$ cat src/rtl/fifo_arb_pkg.sv
// Shared types and defaults for the FIFO write-port arbiter and its round-robin picker.
package fifo_arb_pkg;

   typedef enum logic {
      IDLE  = 1'b0,
      BURST = 1'b1
   } state_t;

   localparam int unsigned DEF_DATA_W    = 8;
   localparam int unsigned FIFO_DEPTH    = 8;
   localparam int unsigned DEF_NUM_REQ   = 4;
   localparam int unsigned DEF_MAX_BURST = 4;
   localparam int unsigned DEF_TIMEOUT   = 16;

   // Index width that stays at least one bit for degenerate sizes.
   function automatic int unsigned idx_w(input int unsigned n);
      return (n > 1) ? $clog2(n) : 1;
   endfunction

endpackage

$ cat src/rtl/fifo_wr_arbiter_rr_picker.sv
// Combinational round-robin picker: first set request strictly after last_idx, with wrap.
module rr_picker
   import fifo_arb_pkg::*;
#(
   parameter int unsigned N = DEF_NUM_REQ
) (
   input  logic [N-1:0]          req,
   input  logic [idx_w(N)-1:0]   last_idx,
   output logic [N-1:0]          pick_oh,
   output logic [idx_w(N)-1:0]   pick_idx,
   output logic                  pick_valid
);

   localparam int unsigned IW = idx_w(N);

   int unsigned       cand;
   logic [IW-1:0]     cand_idx;

   // Scan offsets 1..N so last_idx itself is considered last.
   always_comb begin
      pick_oh    = '0;
      pick_idx   = '0;
      pick_valid = 1'b0;
      cand       = 0;
      cand_idx   = '0;
      for (int unsigned k = 1; k <= N; k++) begin
         cand     = (32'(last_idx) + k) % N;
         cand_idx = IW'(cand);
         if (!pick_valid && req[cand_idx]) begin
            pick_valid         = 1'b1;
            pick_oh[cand_idx]  = 1'b1;
            pick_idx           = cand_idx;
         end
      end
   end

endmodule

$ cat src/rtl/fifo_wr_arbiter.sv
// Round-robin, burst-locking arbiter for the shared FIFO write port.
// Optional stall watchdog enabled by defining FIFO_ARB_TIMEOUT_EN.
module fifo_wr_arbiter
   import fifo_arb_pkg::*;
#(
   parameter int unsigned NUM_REQ   = DEF_NUM_REQ,
   parameter int unsigned DATA_W    = DEF_DATA_W,
   parameter int unsigned MAX_BURST = DEF_MAX_BURST,
   parameter int unsigned TIMEOUT   = DEF_TIMEOUT
) (
   input  logic                         clk,
   input  logic                         rst,
   input  logic [NUM_REQ-1:0]           req,
   input  logic [NUM_REQ-1:0]           last,
   input  logic [NUM_REQ*DATA_W-1:0]    data,
   output logic [NUM_REQ-1:0]           gnt,
   output logic [NUM_REQ-1:0]           ack,
   output logic [$clog2(NUM_REQ)-1:0]   owner,
   output logic                         wr,
   output logic [DATA_W-1:0]            Wdata,
   input  logic                         full,
   output logic                         timeout_err
);

   localparam int unsigned IW = $clog2(NUM_REQ);
   localparam int unsigned BW = $clog2(MAX_BURST) + 1;

   if (NUM_REQ < 2 || NUM_REQ > 8) begin : g_bad_num_req
      $error("fifo_wr_arbiter: NUM_REQ out of range");
   end
   if (MAX_BURST < 1 || MAX_BURST > 16) begin : g_bad_max_burst
      $error("fifo_wr_arbiter: MAX_BURST out of range");
   end
   if (TIMEOUT < 2 || DATA_W < 1) begin : g_bad_timeout
      $error("fifo_wr_arbiter: TIMEOUT or DATA_W out of range");
   end

   state_t               state_q, state_d;
   logic [NUM_REQ-1:0]   gnt_q, gnt_d;
   logic [IW-1:0]        owner_q, owner_d;
   logic [BW-1:0]        beat_cnt_q, beat_cnt_d;
   logic [IW-1:0]        rr_last_q, rr_last_d;

   logic [NUM_REQ-1:0]   pick_req;
   logic [IW-1:0]        pick_last;
   logic [NUM_REQ-1:0]   pick_oh;
   logic [IW-1:0]        pick_idx;
   logic                 pick_valid;
   logic                 beat_ok;
   logic                 burst_end;
   logic                 timeout_hit;
   logic [DATA_W-1:0]    wdata_c;

   assign beat_ok = (state_q == BURST) && req[owner_q] && !full;

`ifdef FIFO_ARB_TIMEOUT_EN
   localparam int unsigned SW = idx_w(TIMEOUT);

   logic [SW-1:0] stall_cnt_q, stall_cnt_d;
   logic          timeout_err_q, timeout_err_d;
   logic          stall;

   assign stall       = (state_q == BURST) && req[owner_q] && full;
   assign timeout_hit = stall && (stall_cnt_q == SW'(TIMEOUT - 1));

   // Consecutive stalled cycles on the current grant; any grant change restarts it.
   always_comb begin
      stall_cnt_d   = '0;
      timeout_err_d = timeout_hit;
      if (stall && !burst_end) begin
         stall_cnt_d = stall_cnt_q + SW'(1);
      end
   end

   always_ff @(posedge clk or posedge rst) begin
      if (rst) begin
         stall_cnt_q   <= '0;
         timeout_err_q <= 1'b0;
      end else begin
         stall_cnt_q   <= stall_cnt_d;
         timeout_err_q <= timeout_err_d;
      end
   end

   assign timeout_err = timeout_err_q;
`else
   assign timeout_hit = 1'b0;
   assign timeout_err = 1'b0;
`endif

   // A watchdog abort behaves like an abandon, so the stalled owner is masked out.
   always_comb begin
      pick_req  = req;
      pick_last = rr_last_q;
      if (state_q == BURST) begin
         pick_last = owner_q;
         if (timeout_hit) begin
            pick_req = req & ~gnt_q;
         end
      end
   end

   rr_picker #(
      .N (NUM_REQ)
   ) u_picker (
      .req        (pick_req),
      .last_idx   (pick_last),
      .pick_oh    (pick_oh),
      .pick_idx   (pick_idx),
      .pick_valid (pick_valid)
   );

   always_comb begin
      state_d    = state_q;
      gnt_d      = gnt_q;
      owner_d    = owner_q;
      beat_cnt_d = beat_cnt_q;
      rr_last_d  = rr_last_q;
      burst_end  = 1'b0;
      unique case (state_q)
         IDLE: begin
            if (pick_valid) begin
               state_d    = BURST;
               gnt_d      = pick_oh;
               owner_d    = pick_idx;
               beat_cnt_d = '0;
            end
         end
         BURST: begin
            if (beat_ok) begin
               if (last[owner_q] || (beat_cnt_q == BW'(MAX_BURST - 1))) begin
                  burst_end = 1'b1;
               end else begin
                  beat_cnt_d = beat_cnt_q + BW'(1);
               end
            end else if (!req[owner_q] || timeout_hit) begin
               burst_end = 1'b1;
            end
            // Hand over in the same cycle so the next owner starts without a gap.
            if (burst_end) begin
               rr_last_d  = owner_q;
               beat_cnt_d = '0;
               if (pick_valid) begin
                  gnt_d   = pick_oh;
                  owner_d = pick_idx;
               end else begin
                  state_d = IDLE;
                  gnt_d   = '0;
                  owner_d = '0;
               end
            end
         end
         default: begin
            state_d = IDLE;
            gnt_d   = '0;
            owner_d = '0;
         end
      endcase
   end

   always_ff @(posedge clk or posedge rst) begin
      if (rst) begin
         state_q    <= IDLE;
         gnt_q      <= '0;
         owner_q    <= '0;
         beat_cnt_q <= '0;
         rr_last_q  <= IW'(NUM_REQ - 1);
      end else begin
         state_q    <= state_d;
         gnt_q      <= gnt_d;
         owner_q    <= owner_d;
         beat_cnt_q <= beat_cnt_d;
         rr_last_q  <= rr_last_d;
      end
   end

   // One-hot grant selects the data slice; zero grant yields zero data.
   always_comb begin
      wdata_c = '0;
      for (int i = 0; i < int'(NUM_REQ); i++) begin
         if (gnt_q[i]) begin
            wdata_c = wdata_c | data[i*DATA_W +: DATA_W];
         end
      end
   end

   assign gnt   = gnt_q;
   assign owner = owner_q;
   assign ack   = gnt_q & req & {NUM_REQ{~full}};
   assign wr    = (|(gnt_q & req)) & ~full;
   assign Wdata = wdata_c;

endmodule

$ cat config.mk
export PLATFORM = sky130hd
export DESIGN_NAME = fifo_wr_arbiter
export DESIGN_NICKNAME = d
export VERILOG_FILES = /design/src/rtl/fifo_arb_pkg.sv /design/src/rtl/fifo_wr_arbiter_rr_picker.sv /design/src/rtl/fifo_wr_arbiter.sv
export SDC_FILE = /design/constraint.sdc
export NUM_CORES = 1
export LEC_CHECK = 0
export ABC_CLOCK_PERIOD_IN_PS = 7100
export CAP_MARGIN = 0
export CORE_MARGIN = 2
export CORE_UTILIZATION = 45
export DETAILED_ROUTE_END_ITERATION = 8
export GPL_TIMING_DRIVEN = 1
export PLACE_DENSITY_LB_ADDON = 0.1
export SLEW_MARGIN = 20
export SYNTH_ARGS = -nofsm -noshare
export SYNTH_HDL_FRONTEND = slang
export SYNTH_SLANG_ARGS = --single-unit
$ cat constraint.sdc
create_clock -name clk -period 7.1 [get_ports clk]
set_input_delay 2.13 -clock clk [delete_from_list [all_inputs] [get_ports clk]]
set_output_delay 2.13 -clock clk [all_outputs]
set_load 0.005 [all_outputs]
==> metrics.cfg <==
[status]
status = finished with violations
violations = design-rule violations

[cts]
cts_setup_buffers = 0
clk_path_buf_depth = 2
h-tree-depth = 1
tritoncts = done
clk_latency_ns = 0.27
cts_buffers = 3
cts_resized = 0
clk_pin_slew_ns = 0.06
clockRootBuffer = clkbuf_4
clock-sinks = 12
cts_hold_buf = 0

[layout]
n_fill_cell = 223
multi_input_area_um2 = 926
diodes = 0
syn2layout_area_growth_pct = 46.7
final_nets = 266
drive_gt1_share_pct = 9.39
regArea_um2 = 303

[pwr]
power_density_nw_per_um2 = 371
p_sw_uw = 324
vdd_drop_max_mv = 0.269
leakagePower_uw = 0.000808
pwr-share-seq_pct = 21.3
swShare_pct = 44.2
p_int_uw = 409
clkPwrFrac_pct = 7.0
p_comb_share_pct = 71.7

[routing]
dr.pass1.iters = 7
wl_met3_um = 430
vias = 1478
highest_layer = met4
wire_per_inst_um = 16.3
m1WireLength_um = 1570
drc = 10
wl_met2_um = 1910
wirelength_um = 3990
drt_iter0_markers = 59
vias_per_cell = 6.06
ant_nets = 0

[sta]
fin_setup_tns_ns = 0
timing.hold.ws_ns = 0.488
fmax_ghz = 0.167
finalCriticalPeriod_ns = 5.98
rsz0062_at_grt = no
drv_slew = 0
final_hold_viol_count = 0
tightest_slew_ns = 0.511
timing.slew.headroom_pct = 65.6
setup_viol = 0
fin_crit_sh_pct = 84.2
fin_skew_ns = 0.00138

[yosys]
yosysTopAreaCell = dfrtp_1
synth_area_leaders = dfrtp_1 (19%), a22oi_1 (8.9%), ha_1 (8.4%)
ys_seq_area_share_pct = 22.5
synth_top_area_share_pct = 18.6
ys_warn_count = 0
synth-async-reset-ratio_pct = 100
ys_seq_elements = 12
synth_fp_nets = 211
synth_edf_count = 0
synth_ff_type = dfrtp_1
synth_area_per_cell_um2 = 8.48
yosysUniqueCellTypes = 46
synth_cells = 159
syn-cell-area_um2 = 1350

[floorplan]
coreArea_um2 = 2810
die_width_um = 58.7
pin_count = 63
num_rows = 19
die_area_um2 = 3450
fp.dieH_um = 58.7
start_util_pct = 48.0

[placed_design]
dp_hpwl_um = 3170
routabilityCongestion = 0.859
port_buffers = 61

[grt]
track_usage_pct = 23.5
grt_pass1_vias = 1302
grt_overflow = 0
grt_max_degree = 16
antenna_found_initial = 0
grt_first_pass_wirelength_um = 6120

[run]
drv_cap = 0

[setup_path]
crit_path_top_delay_cell = clkdlybuf4s50_1
cp_max_fo = 15
cpMostUsedCell = clkdlybuf4s50_1
arrival_ns = 3.85
worst-setup-path-type = in2out
cp.required_ns = 4.97
start_kind = primary input
critical_path.top_delay_family = buffers and inverters
crit_chain = clkdlybuf4s50_1 > nand2_1 > a41oi_1 > clkdlybuf4s50_1
cpPeakStageDelay_ns = 0.74
critPathCaptureType = output pin
worst-path-buf-inv = 2

[worst_hold_path]
worstHoldPathType = reg2reg

metrics by stage:
stage / setup WS [ns] / area (um2) / total power [uW] / instances / utilization [%]
6_report: 1.12 / 1980 / 733 / 244 / 70.5
5_1_grt: 1.04 / 1980 / 792 / 244 / 70.5
4_1_cts: 1.14 / 1980 / 734 / 244 / 70.5
3_5_place_dp: 1.14 / 1940 / 678 / 240 / 69.2
3_3_place_gp: 1.24 / 1940 / 661 / 240 / 69.2
2_1_floorplan: 2.28 / 1350 / 489 / 159 / -
final timing paths:
check	from	to	slack, ns	depth (start not counted)
worst max-delay path	req[3]	wr	1.12	4
worst min-delay path	beat_cnt_q[0]$_DFFE_PP0P_	beat_cnt_q[0]$_DFFE_PP0P_	0.49	1
worst max register to register	state_q$_DFF_PP0_	gnt[1]$_DFFE_PP0P_	4.11	7
worst min register to register	beat_cnt_q[0]$_DFFE_PP0P_	beat_cnt_q[0]$_DFFE_PP0P_	0.49	1
max in group asynchronous	rst	rr_last_q[0]$_DFFE_PP1P_	4.58	2
min in group asynchronous	rst	beat_cnt_q[0]$_DFFE_PP0P_	2.18	2
cells in the final DEF, fill, tap and decap left out, types with 2 or more instances in the layout:
master,n
nand2_1,19
a22oi_1,16
mux2i_1,2
a221oi_1,4
clkbuf_4,3
mux4_2,4
a21oi_1,4
ha_1,9
dfrtp_1,10
dfstp_2,2
nand4_1,2
mux2_1,3
a21boi_0,2
clkdlybuf4s50_1,61
mux2_2,2
nor3b_1,3
o21ai_1,4
nor2_1,11
inv_2,2
nor3_1,3
o21ai_0,3
inv_1,11
a211oi_1,3
nor2b_1,5
a221o_1,4
worst register-to-register path, cell delays in order (launching register included):
cell	delay, ns
dfrtp_1	0.50
mux2i_4	0.51
ha_1	0.41
mux2_1	0.39
mux2_1	0.37
a211oi_1	0.28
a221oi_1	0.10
a221o_1	0.31
area by class of cell:
class | instances | share of cell area, %
Sequential cell | 12 | 15.3
Multi-Input combinational cell | 121 | 46.8
Timing Repair Buffer | 62 | 31.3
Tap cell | 31 | 1.96
Clock buffer | 4 | 1.84
Inverter | 14 | 2.78
sequential cells by signal, summed over array words and instances (netlist names):
name and count:
owner 2, beat_cnt_q 3, gnt 4, state_q 1, rr_last_q 2
logic make-up after synthesis:
kind of cell | after synthesis | share of synthesized area (%)
other | 1 | 0.278
adder cells (fa/ha/maj) | 9 | 8.36
AND/OR/NAND/NOR | 47 | 16.3
flip-flops | 12 | 22.5
buffers and inverters | 26 | 8.82
AO/OA/AOI/OAI | 52 | 29.7
multiplexers | 12 | 14.0
power groups by stage:
| stage | Sequential (uW) | Clock [uW] | Combinational [uW] |
|---|---|---|---|
| after floorplan | 123 | 0 | 366 |
| after global placement | 155 | 0 | 506 |
| after detailed placement | 158 | 0 | 519 |
| after CTS | 157 | 53.7 | 523 |
| after global routing | 163 | 56.0 | 574 |
| final | 156 | 51.3 | 526 |
routing by layer:
layer	track usage (%)	vias to the layer above
met1	30.2	697
li1	-	705
met3	2.64	7
met2	39.7	69
met5	0	-
met4	10.1	0
synth_stat cells (all sizes together), types with 5 or more instances:
| cell type | n |
|---|---|
| a22oi | 16 |
| ha | 9 |
| inv | 14 |
| nand2 | 19 |
| nor2b | 5 |
| nor2 | 11 |
| clkbuf | 8 |
| dfrtp | 10 |
| o21ai | 7 |
| mux2 | 5 |
Power figures use the tool's default switching activity.
